`src/rtl/alu_ctrl_seq.sv`:
```
// rtl/alu_ctrl_seq.sv - ALU control decoder with a one-bit-per-cycle shift sequencer
// Optional feature macro: ALU_CTRL_ILLEGAL_TRAP_EN (trap ALUOp=1 funcCode>9 as illegal)
module alu_ctrl_seq #(
    parameter int FUNC_W  = 5,
    parameter int SHAMT_W = 5
) (
    input  logic               clk,
    input  logic               reset,
    input  logic               in_valid,
    output logic               in_ready,
    input  logic               ALUOp,
    input  logic [FUNC_W-1:0]  funcCode,
    input  logic [SHAMT_W-1:0] shamt,
    output logic               out_valid,
    input  logic               out_ready,
    output logic               isLog,
    output logic               dir,
    output logic [2:0]         opSwitch,
    output logic [2:0]         flagSwitch,
    output logic               shift_step,
    output logic               busy,
    output logic               illegal
);

    typedef enum logic [1:0] {
        IDLE  = 2'd0,
        SHIFT = 2'd1,
        HOLD  = 2'd2
    } state_t;

    state_t             state;
    state_t             stateNext;
    logic [SHAMT_W-1:0] shiftCnt;
    logic               accept;

    logic               decIsLog;
    logic               decDir;
    logic               decShift;
    logic               decIllegal;
    logic [2:0]         decOp;
    logic [2:0]         decFlag;

    assign accept = in_valid && in_ready;

    // Combinational decode of the request; only captured on accept.
    always_comb begin
        decOp      = 3'd0;
        decFlag    = 3'b001;
        decIsLog   = 1'b0;
        decDir     = 1'b0;
        decShift   = 1'b0;
        decIllegal = 1'b0;
        if (ALUOp) begin
            case (funcCode)
                FUNC_W'(0): begin
                    decOp   = 3'd0;
                    decFlag = 3'b001;
                end
                FUNC_W'(1): begin
                    decOp   = 3'd1;
                    decFlag = 3'b010;
                end
                FUNC_W'(2): begin
                    decOp   = 3'd2;
                    decFlag = 3'b000;
                end
                FUNC_W'(3): begin
                    decOp   = 3'd3;
                    decFlag = 3'b000;
                end
                FUNC_W'(4), FUNC_W'(7): begin
                    decOp    = 3'd4;
                    decFlag  = 3'b100;
                    decIsLog = 1'b1;
                    decDir   = 1'b0;
                    decShift = 1'b1;
                end
                FUNC_W'(5), FUNC_W'(8): begin
                    decOp    = 3'd4;
                    decFlag  = 3'b100;
                    decIsLog = 1'b1;
                    decDir   = 1'b1;
                    decShift = 1'b1;
                end
                FUNC_W'(6), FUNC_W'(9): begin
                    decOp    = 3'd4;
                    decFlag  = 3'b100;
                    decIsLog = 1'b0;
                    decDir   = 1'b1;
                    decShift = 1'b1;
                end
                default: begin
`ifdef ALU_CTRL_ILLEGAL_TRAP_EN
                    decOp      = 3'b111;
                    decFlag    = 3'b000;
                    decIllegal = 1'b1;
`else
                    decOp      = 3'd0;
                    decFlag    = 3'b001;
`endif
                end
            endcase
        end
    end

    always_ff @(posedge clk or posedge reset) begin
        if (reset) begin
            state <= IDLE;
        end else begin
            state <= stateNext;
        end
    end

    always_comb begin
        stateNext = state;
        case (state)
            IDLE: begin
                if (accept) begin
                    stateNext = (decShift && (shamt != '0)) ? SHIFT : HOLD;
                end
            end
            SHIFT: begin
                // Last strobe is the cycle the counter reads 1, so it never wraps.
                if (shiftCnt == SHAMT_W'(1)) begin
                    stateNext = HOLD;
                end
            end
            HOLD: begin
                if (out_ready) begin
                    stateNext = IDLE;
                end
            end
            default: stateNext = IDLE;
        endcase
    end

    always_comb begin
        in_ready   = 1'b0;
        busy       = 1'b0;
        shift_step = 1'b0;
        out_valid  = 1'b0;
        case (state)
            IDLE:  in_ready = 1'b1;
            SHIFT: begin
                busy       = 1'b1;
                shift_step = 1'b1;
            end
            HOLD: begin
                busy      = 1'b1;
                out_valid = 1'b1;
            end
            default: in_ready = 1'b0;
        endcase
    end

    always_ff @(posedge clk or posedge reset) begin
        if (reset) begin
            shiftCnt   <= '0;
            isLog      <= 1'b0;
            dir        <= 1'b0;
            opSwitch   <= 3'd0;
            flagSwitch <= 3'd0;
        end else if (accept) begin
            shiftCnt   <= decShift ? shamt : '0;
            isLog      <= decIsLog;
            dir        <= decDir;
            opSwitch   <= decOp;
            flagSwitch <= decFlag;
        end else if (state == SHIFT) begin
            shiftCnt   <= shiftCnt - SHAMT_W'(1);
        end
    end

`ifdef ALU_CTRL_ILLEGAL_TRAP_EN
    always_ff @(posedge clk or posedge reset) begin
        if (reset) begin
            illegal <= 1'b0;
        end else if (accept && decIllegal) begin
            illegal <= 1'b1;
        end
    end
`else
    // decIllegal is never set in this build, so illegal is tied low.
    assign illegal = decIllegal;
`endif

endmodule

```
`config.mk`:
```
export PLATFORM = sky130hd
export DESIGN_NAME = alu_ctrl_seq
export DESIGN_NICKNAME = d
export VERILOG_FILES = /design/src/rtl/alu_ctrl_seq.sv
export SDC_FILE = /design/constraint.sdc
export NUM_CORES = 1
export LEC_CHECK = 0
export CAP_MARGIN = 20
export CORE_UTILIZATION = 44
export DETAILED_ROUTE_END_ITERATION = 10
export GPL_TIMING_DRIVEN = 0
export PLACE_DENSITY_LB_ADDON = 0.2
export SYNTH_ARGS = -nofsm -noshare
export SYNTH_HDL_FRONTEND = slang
export SYNTH_SLANG_ARGS = --single-unit
```
`constraint.sdc`:
```
create_clock -name clk -period 1.79 [get_ports clk]
set_input_delay 0.179 -clock clk [delete_from_list [all_inputs] [get_ports clk]]
set_output_delay 0.179 -clock clk [all_outputs]
set_load 0.02 [all_outputs]
```
# Word level (Yosys, flattened, before mapping)
# Cells that the tools add are included.
word_totals:
  register_bits: 15
  elab_cells: 55
  inputBits: 15
classes:
  n_eq_ne: 15
  n_mux: 22
  addsub: 1
  n_reduce_logical: 11
op_table:
  columns: ["cell", "n"]
  rows:
  - ["5-bit by 3-bit == test with 1-bit output, second input constant", 4]
  - ["5-bit two-way mux", 3]
  - ["3-bit one-hot mux with 4 select lines", 1]
  - ["5-bit by 1-bit == test with 1-bit output, second input constant", 2]
  - ["5-bit by 2-bit == test with 1-bit output, second input constant", 2]
  - ["5-bit by 4-bit == test with 1-bit output, second input constant", 2]
  - ["1-bit two-way mux", 10]
  - ["3-bit one-hot mux with 3 select lines", 1]
  - ["2-bit two-way mux", 4]
  - ["4-bit OR reduction", 2]
  - ["3-bit two-way mux", 2]
  - ["2-bit inequality test, second input constant", 3]
  - ["2-bit one-hot mux with 3 select lines", 1]
  - ["6-bit OR reduction", 1]
  - ["5-bit nonzero test", 1]
  - ["5-bit by 1-bit subtractor with 5-bit output, second input constant", 1]
  - ["2-bit OR reduction", 2]
  - ["3-bit AND reduction", 1]
  - ["2-bit by 1-bit == test with 1-bit output, second input constant", 1]
  - ["2-bit == test, second input constant", 1]
  - ["1-bit logical AND", 2]
  - ["2-bit logical NOT", 1]
  - ["2-bit nonzero test", 1]

# Longest topological paths before layout
logic_depth:
  depth_word: 8
  mapped_depth: 6
  depth_no_buf: 5

# Least setup slack after synthesis
# OpenSTA, ideal clock, no wires.
synth_path:
  kind: "reg-to-reg"
  startpoint: "register state[1]"
  endpoint: "register dir"
  t_required_ps: 1674
  path_slack_ps: 20
  stages_incl_launch_ff: 6
  t_arrival_ps: 1654
  cell_sequence: "dfrtp_1 -> inv_1 -> ha_1 -> nand4b_1 -> or4_1 -> o311ai_0"
synth_via:
  elab_chain_len: 3
synth_lines:
  columns: ["element", "line", "source"]
  rows:
  - ["from (decl)", "31", "state_t state;"]
  - ["from (signal assigned)", "110", "state <= stateNext;"]
  - ["2-bit logical NOT", "142", "case (state)"]
  - ["1-bit two-way mux", "142", null]
  - ["named net in_ready", "10", "output logic in_ready,"]
  - ["1-bit logical AND", "43", "assign accept = in_valid && in_ready;"]
  - ["to (signal assigned)", "166", "dir <= decDir;"]
  - ["to (decl)", "17", "output logic dir,"]
# The timed path passes the listed nets, and every way through them passes these cells.
# A chain may end at the register's enable or synchronous reset.

# Worst setup path in the final report
layout_path:
  startpoint: "register state[0]"
  endpoint: "output port out_valid"
layout_via:
  elab_chain_len: 2
layout_lines:
  columns: ["element", "line", "source"]
  rows:
  - ["2-bit == test", "142", null]
  - ["1-bit two-way mux", "142", null]
  - ["to (decl)", "14", "output logic out_valid,"]
# Every way passes these cells.

==> metrics.md <==
| Metric | Value |
|---|---|
| Largest net degree at the start of global routing | 15 |
| Final #Nets | between 100 and 150 |
| Post-DP HPWL | about 1400 um |
| Multi-input logic area | around 480 um^2 |
| CTS tree | built |
| Dpl cells | approximately 130 |
| Placer congestion estimate | around 0.75 |
| Port Buf Inserts | 26 |
| Final worst-path cycle share | a little over nine tenths |
| Seq/Total Area, Yosys | around two fifths |
| FF/Latch Area | around 350 um^2 |
| Initial DRC count | 15 |
| Cell Count, Final, Fillers Out | 141 |
| Vias/cell | about 5.5 |
| Ys async rst share | 100% |
| Initial Util | approximately 48% |
| Commonest non-fill, non-tap cell in the layout | clkdlybuf4s50_1 |
| Data arrival time of the worst path | 1.58 ns |
| Critical Path End Type | output port |
| Fin. max-slew vios | 0 |
| Avg Inst Size Synth | slightly above 10 um^2 |
| RSZ-0062 raised after global routing | yes |
| Mapped Nets | just over 100 |
| Peak Freq | about 0.57 GHz |
| YS warnings | 0 |
| DIE WIDTH | approximately 46 um |
| Die Y-Extent | roughly 46 um |
| Final worst path period need | 1.76 ns |
| Status | complete, no violations |
| Fill cells | 145 |
| Clk pin slew, worst setup/hold paths | 0.09 ns |
| Initial DRT Pass Iterations | 4 |
| Worst slew margin | about 65% |
| Hold crit path type | in2async |
| Max Buffers Root-to-Sink | 2 |
| EDFF count, synth | 0 |
| Worst-margin pin slew | roughly 0.53 ns |
| Fin. Hold Viols | 0 |
| Final setup viols | 0 |
| Syn-to-layout area delta | 43.1% |
| Most frequent cells in the layout | clkdlybuf4s50_1 (23), dfrtp_1 (14), a22o_1 (7) |
| CP cell instances | inv_1 -> ha_1 -> clkdlybuf4s50_1 |
| Post-Route WL | just under 2000 um |
| Worst skew pair latency | 0.28 ns |
| First-pass GRT wire length | 3140 um |
| Antenna-violating nets left | 0 |
| CP max stage cell | clkdlybuf4s50_1 |
| Hold_buf cts | 0 |
| Max cap viols | 0 |
| Number of diodes | 0 |
| Dominant synthesized flop cell | dfrtp_1 |
| Vias | around 770 |
| Post-route DRC | 0 |
| Critical Path RT | ~1.6 ns |
| CTS sink cnt | 14 |
| Setup CP Type | reg2out |
| Vias in the first global route | 719 |
| H-tree levels | 1 |
| Fraction of layout cells with a size suffix above 1 | roughly 16% |
| Yosys cell types | 37 |
| Initial antenna violation count | 0 |
| Final Skew | ~0.0057 ns |
| Worst r2r path cells | 5 |
| Wire length per cell | between 10 and 15 um |
| Pleak | 0.564 nW |
| Overflow after GRT | 0 |
| Maximum vdd drop | about 0.55 mV |
| CP Max Fanout | 3 |
| PD cells | approximately 1100 nW/um^2 |
| Startpoint Class | flip-flop |
| Root Buffer | clkbuf_4 |
| CTS Buf Count | 3 |
| Yosys reg bits | 14 |
| Core box area | 1780 um^2 |
| Crit-path max cell delay | around 0.60 ns |
| # IOs | 28 |
| Cells after synthesis | between 80 and 90 |
| Final core occ | 68.8% |
| Total GRT Usage | between 20% and 30% |
| Mapped cell area | 857 um^2 |
| Die footprint | 2130 um^2 |
| Row count | 15 |
## area by class of cell
cell class | count | area share, %
repair buffers | 29 | 23.1
well taps | 25 | 2.55
multi-input cells | 58 | 38.8
plain buffers | 4 | 1.94
flip-flops and latches | 14 | 28.6
clock buffers | 4 | 2.96
inverters | 7 | 2.14
## worst max-delay path, delay by kind of cell, from the launching register on
| family | cells | cell delay [ns] |
|---|---|---|
| buffers and inverters | 2 | 0.74 |
| flip-flops | 1 | 0.39 |
| adder cells (fa/ha/maj) | 1 | 0.18 |
## cells by family after synthesis
kind of cell	synth area share [%]
compound gates	21.8
xor+xnor	4.09
fa+ha+maj	7.30
buf+inv	5.84
flops	40.9
mux	1.17
other cells	0.438
simple gates	18.5
## path summary, 6_finish.rpt
path / start / to / slack, ns
max: state[0]$_DFFE_PP0P_ / out_valid / 0.03
min: reset / opSwitch[2]$_DFFE_PP0P_ / 0.23
max reg2reg: state[1]$_DFFE_PP0P_ / dir$_DFFE_PP0P_ / 0.09
min reg2reg: opSwitch[2]$_DFFE_PP0P_ / opSwitch[2]$_DFFE_PP0P_ / 0.51
max in group asynchronous: reset / state[1]$_DFFE_PP0P_ / 1.21
min in group clk: opSwitch[2]$_DFFE_PP0P_ / opSwitch[2]$_DFFE_PP0P_ / 0.51
## sequential cells by signal, summed over array words and instances, names as in the netlist
register / count
dir: 1
isLog: 1
opSwitch: 3
shiftCnt: 5
flagSwitch: 2
state: 2
## synth_stat cells, drive strengths merged, types with 2 or more instances
library cell | number | area, um^2
dfrtp | 14 | 350
a22o | 7 | 61.3
inv | 7 | 26.3
ha | 5 | 62.6
a21oi | 4 | 23.8
nand2 | 4 | 15.0
nor2b | 4 | 25.0
nor3 | 4 | 20.0
a211oi | 3 | 27.5
buf | 3 | 20.0
xor2 | 3 | 26.3
a22oi | 2 | 15.0
nor3b | 2 | 15.0
## power breakdown
part | total [mW] | switching, mW | internal (mW)
registers | 0.448 | 0.0598 | 0.388
clock network | 0.225 | 0.101 | 0.124
logic | 0.635 | 0.319 | 0.316
## metrics by stage
stage,hold slack [ns],TNS [ns],setup slack [ns],instance area [um^2],power (mW)
2_1_floorplan,0.0682,0,0.0202,857,0.832
3_3_place_gp,0.484,-0.0916,-0.0615,1150,1.04
3_5_place_dp,0.490,-0.241,-0.0997,1150,1.06
4_1_cts,0.253,0,0.00513,1200,1.28
5_1_grt,0.294,-0.0380,-0.0380,1230,1.40
6_report,0.229,0,0.0290,1230,1.31
## per-layer routing
layer	global-route usage (%)	share of wire [%]	vias up
met5	0	0	-
met1	26.4	44	373
li1	-	-	372
met4	8.82	1.4	0
met3	2.35	3.9	4
met2	36.6	50	22
## what timing repair did
action	CTS	global route
buffers inserted	2	1
pin swaps	1	1
resized for setup	3	4
endpoints found under the setup margin	7	11
Note: power is estimated with default switching activity, not from simulation.
